## config.mk

```make
export PLATFORM = sky130hd
export DESIGN_NAME = fft_out_reorder
export DESIGN_NICKNAME = d
export VERILOG_FILES = /design/src/rtl/fft_out_reorder.sv
export SDC_FILE = /design/constraint.sdc
export NUM_CORES = 1
export LEC_CHECK = 0
export ABC_AREA = 1
export BUFFER_PORTS_ARGS = -buffer_cell sky130_fd_sc_hd__clkbuf_2
export CAP_MARGIN = 25
export CORE_ASPECT_RATIO = 1.4
export CORE_MARGIN = 2
export CORE_UTILIZATION = 45
export CTS_CLUSTER_DIAMETER = 120
export CTS_CLUSTER_SIZE = 12
export DETAILED_ROUTE_END_ITERATION = 10
export SLEW_MARGIN = 20
export SYNTH_ARGS = -nofsm -noshare
export SYNTH_HDL_FRONTEND = slang
export SYNTH_SLANG_ARGS = --single-unit
```

## constraint.sdc

```tcl
create_clock -name clk -period 4.6 [get_ports clk]
set_input_delay 0.92 -clock clk [delete_from_list [all_inputs] [get_ports clk]]
set_output_delay 0.92 -clock clk [all_outputs]
set_load 0.005 [all_outputs]
```

## src/rtl/fft_out_reorder.sv

```systemverilog
// ---------------------------------------------------------------------------
// fft_out_reorder
//
// Sits after the final R2SDF butterfly stage. That stage emits each 2^N-point
// frame in bit-reversed index order, marked by a one-clock start pulse. This
// block writes each frame into one half of a ping-pong RAM at bit-reversed
// addresses and replays it in natural order. Each replayed frame carries its
// own start pulse.
//
// Ports
//   clk        in   rising-edge clock for all state
//   reset      in   asynchronous, active-low reset (0 = reset)
//   ip         in   input sample, ip[1] = real, ip[0] = imag
//   start_ip   in   one-clock pulse: ip in this cycle is sample 0 of a frame
//   op         out  reordered sample, op[1] = real, op[0] = imag
//   op_valid   out  op carries a valid sample this cycle
//   start_op   out  one-clock pulse coincident with X[0] of a frame
//   frame_err  out  sticky: a frame was aborted by an early start_ip
// ---------------------------------------------------------------------------
module fft_out_reorder #(
    parameter int N = 3,            // log2 of frame length
    parameter int W = 32            // bits per real/imag component
) (
    input  logic                clk,
    input  logic                reset,
    input  logic [1:0][W-1:0]   ip,
    input  logic                start_ip,
    output logic [1:0][W-1:0]   op,
    output logic                op_valid,
    output logic                start_op,
    output logic                frame_err
);

    localparam int L = 1 << N;
    localparam logic [N-1:0] LAST = N'(L - 1);

    typedef enum logic { W_IDLE, W_FILL  } w_state_t;
    typedef enum logic { R_IDLE, R_DRAIN } r_state_t;

    // ------------------------------------------------------------------
    // Write side
    // ------------------------------------------------------------------
    w_state_t       w_state_q, w_state_d;
    logic [N-1:0]   wcnt_q, wcnt_d;
    logic           wr_bank_q, wr_bank_d;
    logic           handoff_q, handoff_d;       // one-clock "bank is full" strobe
    logic           hand_bank_q, hand_bank_d;   // which bank the strobe refers to
    logic           frame_err_q, frame_err_d;

    logic           we;
    logic [N-1:0]   waddr;
    logic [N-1:0]   wcnt_rev;

    // Bit-reversed write address: sample k lands at address bitrev(k).
    // Reading addresses 0..L-1 in order then yields X[0..L-1].
    generate
        for (genvar gi = 0; gi < N; gi++) begin : g_bitrev
            assign wcnt_rev[gi] = wcnt_q[N-1-gi];
        end
    endgenerate

    always_ff @(posedge clk or negedge reset) begin
        if (!reset) begin
            w_state_q   <= W_IDLE;
            wcnt_q      <= '0;
            wr_bank_q   <= 1'b0;
            handoff_q   <= 1'b0;
            hand_bank_q <= 1'b0;
            frame_err_q <= 1'b0;
        end else begin
            w_state_q   <= w_state_d;
            wcnt_q      <= wcnt_d;
            wr_bank_q   <= wr_bank_d;
            handoff_q   <= handoff_d;
            hand_bank_q <= hand_bank_d;
            frame_err_q <= frame_err_d;
        end
    end

    always_comb begin
        w_state_d   = w_state_q;
        wcnt_d      = wcnt_q;
        wr_bank_d   = wr_bank_q;
        handoff_d   = 1'b0;
        hand_bank_d = hand_bank_q;
        frame_err_d = frame_err_q;
        we          = 1'b0;
        waddr       = wcnt_rev;

        case (w_state_q)
            W_IDLE: begin
                if (start_ip) begin
                    we        = 1'b1;
                    waddr     = '0;
                    wcnt_d    = N'(1);
                    w_state_d = W_FILL;
                end
            end
            W_FILL: begin
                we = 1'b1;
                if (start_ip) begin
                    // Early start: abandon the partial frame and restart in
                    // the same bank. The aborted data is simply overwritten.
                    frame_err_d = 1'b1;
                    waddr       = '0;
                    wcnt_d      = N'(1);
                end else if (wcnt_q == LAST) begin
                    handoff_d   = 1'b1;
                    hand_bank_d = wr_bank_q;
                    wr_bank_d   = ~wr_bank_q;
                    wcnt_d      = '0;
                    w_state_d   = W_IDLE;
                end else begin
                    wcnt_d = wcnt_q + 1'b1;
                end
            end
            default: w_state_d = W_IDLE;
        endcase
    end

    // ------------------------------------------------------------------
    // Ping-pong storage: {bank, addr} -> {real, imag}. The contents are
    // deliberately not cleared by reset. Writes are held off while reset is
    // asserted so that a start_ip seen during reset cannot touch the RAM.
    // ------------------------------------------------------------------
    logic [1:0][W-1:0] mem [0:2*L-1];

    always_ff @(posedge clk) begin
        if (we && reset) begin
            mem[{wr_bank_q, waddr}] <= ip;
        end
    end

    // ------------------------------------------------------------------
    // Read side
    // ------------------------------------------------------------------
    r_state_t           r_state_q, r_state_d;
    logic [N-1:0]       rcnt_q, rcnt_d;
    logic               rd_bank_q, rd_bank_d;
    logic               op_valid_q, op_valid_d;
    logic               start_op_q, start_op_d;
    logic               rd_en;
    logic [1:0][W-1:0]  op_q;

    always_ff @(posedge clk or negedge reset) begin
        if (!reset) begin
            r_state_q  <= R_IDLE;
            rcnt_q     <= '0;
            rd_bank_q  <= 1'b0;
            op_valid_q <= 1'b0;
            start_op_q <= 1'b0;
        end else begin
            r_state_q  <= r_state_d;
            rcnt_q     <= rcnt_d;
            rd_bank_q  <= rd_bank_d;
            op_valid_q <= op_valid_d;
            start_op_q <= start_op_d;
        end
    end

    always_comb begin
        r_state_d  = r_state_q;
        rcnt_d     = rcnt_q;
        rd_bank_d  = rd_bank_q;
        op_valid_d = 1'b0;
        start_op_d = 1'b0;
        rd_en      = 1'b0;

        if (r_state_q == R_DRAIN) begin
            rd_en      = 1'b1;
            op_valid_d = 1'b1;
            start_op_d = (rcnt_q == '0);
            rcnt_d     = rcnt_q + 1'b1;
            if (rcnt_q == LAST) begin
                r_state_d = R_IDLE;
            end
        end

        // A handoff lands on the last drain cycle of the previous frame when
        // frames are back to back. Restarting here keeps the output gapless.
        if (handoff_q) begin
            rd_bank_d = hand_bank_q;
            rcnt_d    = '0;
            r_state_d = R_DRAIN;
        end
    end

    // Registered RAM read. op keeps its last value while idle.
    always_ff @(posedge clk or negedge reset) begin
        if (!reset) begin
            op_q <= '0;
        end else if (rd_en) begin
            op_q <= mem[{rd_bank_q, rcnt_q}];
        end
    end

    assign op        = op_q;
    assign op_valid  = op_valid_q;
    assign start_op  = start_op_q;
    assign frame_err = frame_err_q;

endmodule

```

==> flow_metrics.env <==
export IMPL_hold_violations=0
export IMPL_pre_cts_slack_ns=1.345
export IMPL_power_density_nw_per_um2=585.3
export IMPL_first_pass_iters=6
export IMPL_grt_max_degree=208
export IMPL_maxCapViolations=0
export IMPL_wl_um=108700
export IMPL_synthesis_nets=3779
export IMPL_clockBufferDepth=3
export IMPL_crit_arrival_ns=3.33
export IMPL_synth_simple_gate_area_share_pct=22.24
export IMPL_endpoint_kind="flop"
export IMPL_path_cells="buf_12 -> nand2_1 -> nand3_1 -> nand3_1 -> nand2_1 -> nand2_1 -> nand2_1 -> nand2_1 -> nand2_1"
export IMPL_critPathSlowestCell="dfrtp_4"
export IMPL_grt_pass1_wl_um=164700
export IMPL_syn_area_per_cell_um2=11.85
export IMPL_antenna_found_initial=4
export IMPL_synth_top_family_by_area="simple AND/OR/NAND/NOR gates"
export IMPL_ir_drop_mv=0.4830
export IMPL_required_ns=5.23
export IMPL_synth_cell_types=18
export IMPL_post_route_min_period_ns=2.701
export IMPL_globalRouteMet2Util_pct=37.06
export IMPL_met3_usage_pct=3.546
export IMPL_clkTransAtPathRegs_ns=0.07
export IMPL_crit_path_frequent_cell="nand2_1"
export IMPL_cts_sinks=1103
export IMPL_grt_use_total_pct=21.84
export IMPL_grt_busiest_layer="met2"
export IMPL_synthCells=3707
export IMPL_synthXorXnorAreaFrac_pct=0.01994
export IMPL_start_util_pct=45.38
export IMPL_crit_fanout=199
export IMPL_rsz0062_at_grt="false"
export IMPL_fin_tns_setup_ns=0
export IMPL_dr_first_iter_drc_count=2383
export IMPL_ys_warnings_count=0
export IMPL_core_um2=96790
export IMPL_num_rows=135
export IMPL_setup_viol=0
export IMPL_synth_fa_ha_area_share_pct=0.1424
export IMPL_drive_gt1_share_pct=8.288
export IMPL_dp_hpwl_um=55720
export IMPL_status="complete, no violations"
export IMPL_hp_class="in -> async"
export IMPL_ys_ff_latch=1103
export IMPL_gp_congestion=0.7612
export IMPL_worstSkewPairLatency_ns=0.71
export IMPL_ios=134
export IMPL_layout_nets=3839
export IMPL_postCtsSetupBuffers=0
export IMPL_tightest_slew_ns=1.142
export IMPL_cp_start_kind="flop"
export IMPL_use_met1_pct=29.41
export IMPL_die_h_um=373.7
export IMPL_area_growth_pct=10.96
export IMPL_p_leak_nw=18.14
export IMPL_report_final_slew_viol_count=0
export IMPL_fp_dieW_um=268.1
export IMPL_slew_headroom_pct=23.88
export IMPL_wl_per_cell_um=21.11
export IMPL_cts_tree="built"
export IMPL_max_freq_ghz=0.3703
export IMPL_vias=27503
export IMPL_max_stage_delay_ns=0.80
export IMPL_die_area_um2=100200
export IMPL_drc=0
export IMPL_numCtsBuffers=101
export IMPL_htree_levels=3
export IMPL_grt_overflow_total=0
export IMPL_synth_area_mux_share_pct=0
export IMPL_final_setup_worst_slack_ns=1.899
export IMPL_synthesis_area_um2=43930
export IMPL_root_buffer="clkbuf_16"
export IMPL_cts_resized=0
export IMPL_antenna_left=0
export IMPL_port_buffers=133
export IMPL_seq_area_frac_synth_pct=74.50
export IMPL_cts_hold_buffers_added=0
export IMPL_finClkSkew_ns=0.02460
export IMPL_grt_pass1_vias=26814
export IMPL_synth_compound_area_share_pct=0.1424
export IMPL_routed_via_density=5.339
export IMPL_critical_path_class="reg -> reg"
export IMPL_period_share_pct=58.71
## sequential cells by signal (all words and copies together), names as in the netlist, 3 cells and up
name	count
mem	1024
op	64
rcnt_q	3
wcnt_q	3
## metrics by stage
step | area (um^2) | utilization [%] | hold WS [ns] | total power, mW | std cells
5_1_grt | 48740 | 50.36 | 0.2847 | 30.18 | 5151
6_report | 48740 | 50.36 | 0.2687 | 28.53 | 5151
4_1_cts | 48740 | 50.36 | 0.2635 | 28.78 | 5150
3_5_place_dp | 45820 | 47.34 | 0.4586 | 21.09 | 4965
2_1_floorplan | 43930 | - | 0.3519 | 18.30 | 3707
3_3_place_gp | 45790 | 47.31 | 0.4434 | 20.97 | 4964
## path summary, 6_finish.rpt
kind	startpoint	endpoint	slack, ns	cells past startpoint
max in group asynchronous	reset	rd_bank_q	3.03	3
setup / recovery	rcnt_q[0]	op[31]	1.90	9
min in group clk	frame_err	frame_err	0.47	1
hold reg to reg	frame_err	frame_err	0.47	1
setup reg to reg	rcnt_q[0]	op[31]	1.90	9
hold / removal	reset	op[1]	0.27	2
## cell usage after synthesis, drive strengths merged
| cell | n | area, um^2 |
|---|---|---|
| edfxtp | 1024 | 30750 |
| nor2 | 20 | 75.07 |
| ha | 5 | 62.56 |
| buf | 164 | 999.7 |
| inv | 15 | 56.31 |
| a21o | 1 | 7.510 |
| dfrtp | 79 | 1977 |
| nand2 | 1544 | 5796 |
| nand3 | 779 | 3899 |
| a21oi | 2 | 10.01 |
| clkbuf | 64 | 240.2 |
| o21ai | 9 | 45.04 |
| xor2 | 1 | 8.760 |
## critical path, delay by kind of cell (launching register included)
kind                   cells  cell delay [ns]
flip-flops                 1             0.80
buffers and inverters      1             0.63
AND/OR/NAND/NOR            8             0.82
## logic make-up (layout without fill, tap and decap cells)
group	count (synthesis)	in the layout
compound gates	12	12
flops	1103	1103
fa+ha+maj	5	5
simple gates	2343	2343
buf+inv	243	385
other cells	0	1
xor+xnor	1	1
## layer usage
metal  part of all wire [%]  vias up
li1                       -    12959
met2                     50      732
met3                    5.5      123
met4                    1.5        2
met5                 0.0074        -
met1                     43    13687
## power by group
group | internal, mW | total, mW | switching [mW]
Combinational | 2.48 | 8.55 | 6.07
Sequential | 11.7 | 12.3 | 0.548
Clock | 4.14 | 7.72 | 3.59
Total | 18.3 | 28.5 | 10.2
## cell usage in the layout, fill, tap and decap left out, types with 2 or more instances in the layout
cell type     n
clkbuf_2    132
nor2_4       16
inv_6         4
nand3_1     779
inv_8         2
nand2_1    1544
dfrtp_4       5
clkbuf_16   101
dfrtp_1      74
clkbuf_1     77
a21oi_1       2
ha_1          5
nor2_1        4
edfxtp_1   1024
clkinv_8      3
o21ai_0       9
buf_4        31
buf_12       21
inv_1        10
## cell type report
class	count	area [um^2]
flip-flops and latches	1103	32750
clock buffers	178	2816
well taps	1301	1628
inverters	15	80.08
multi-input cells	2361	10020
clock inverters	7	105.1
fillers	8325	48040
repair buffers	185	1341
diodes	1	2.502
Note: power is estimated with default switching activity, not from simulation.
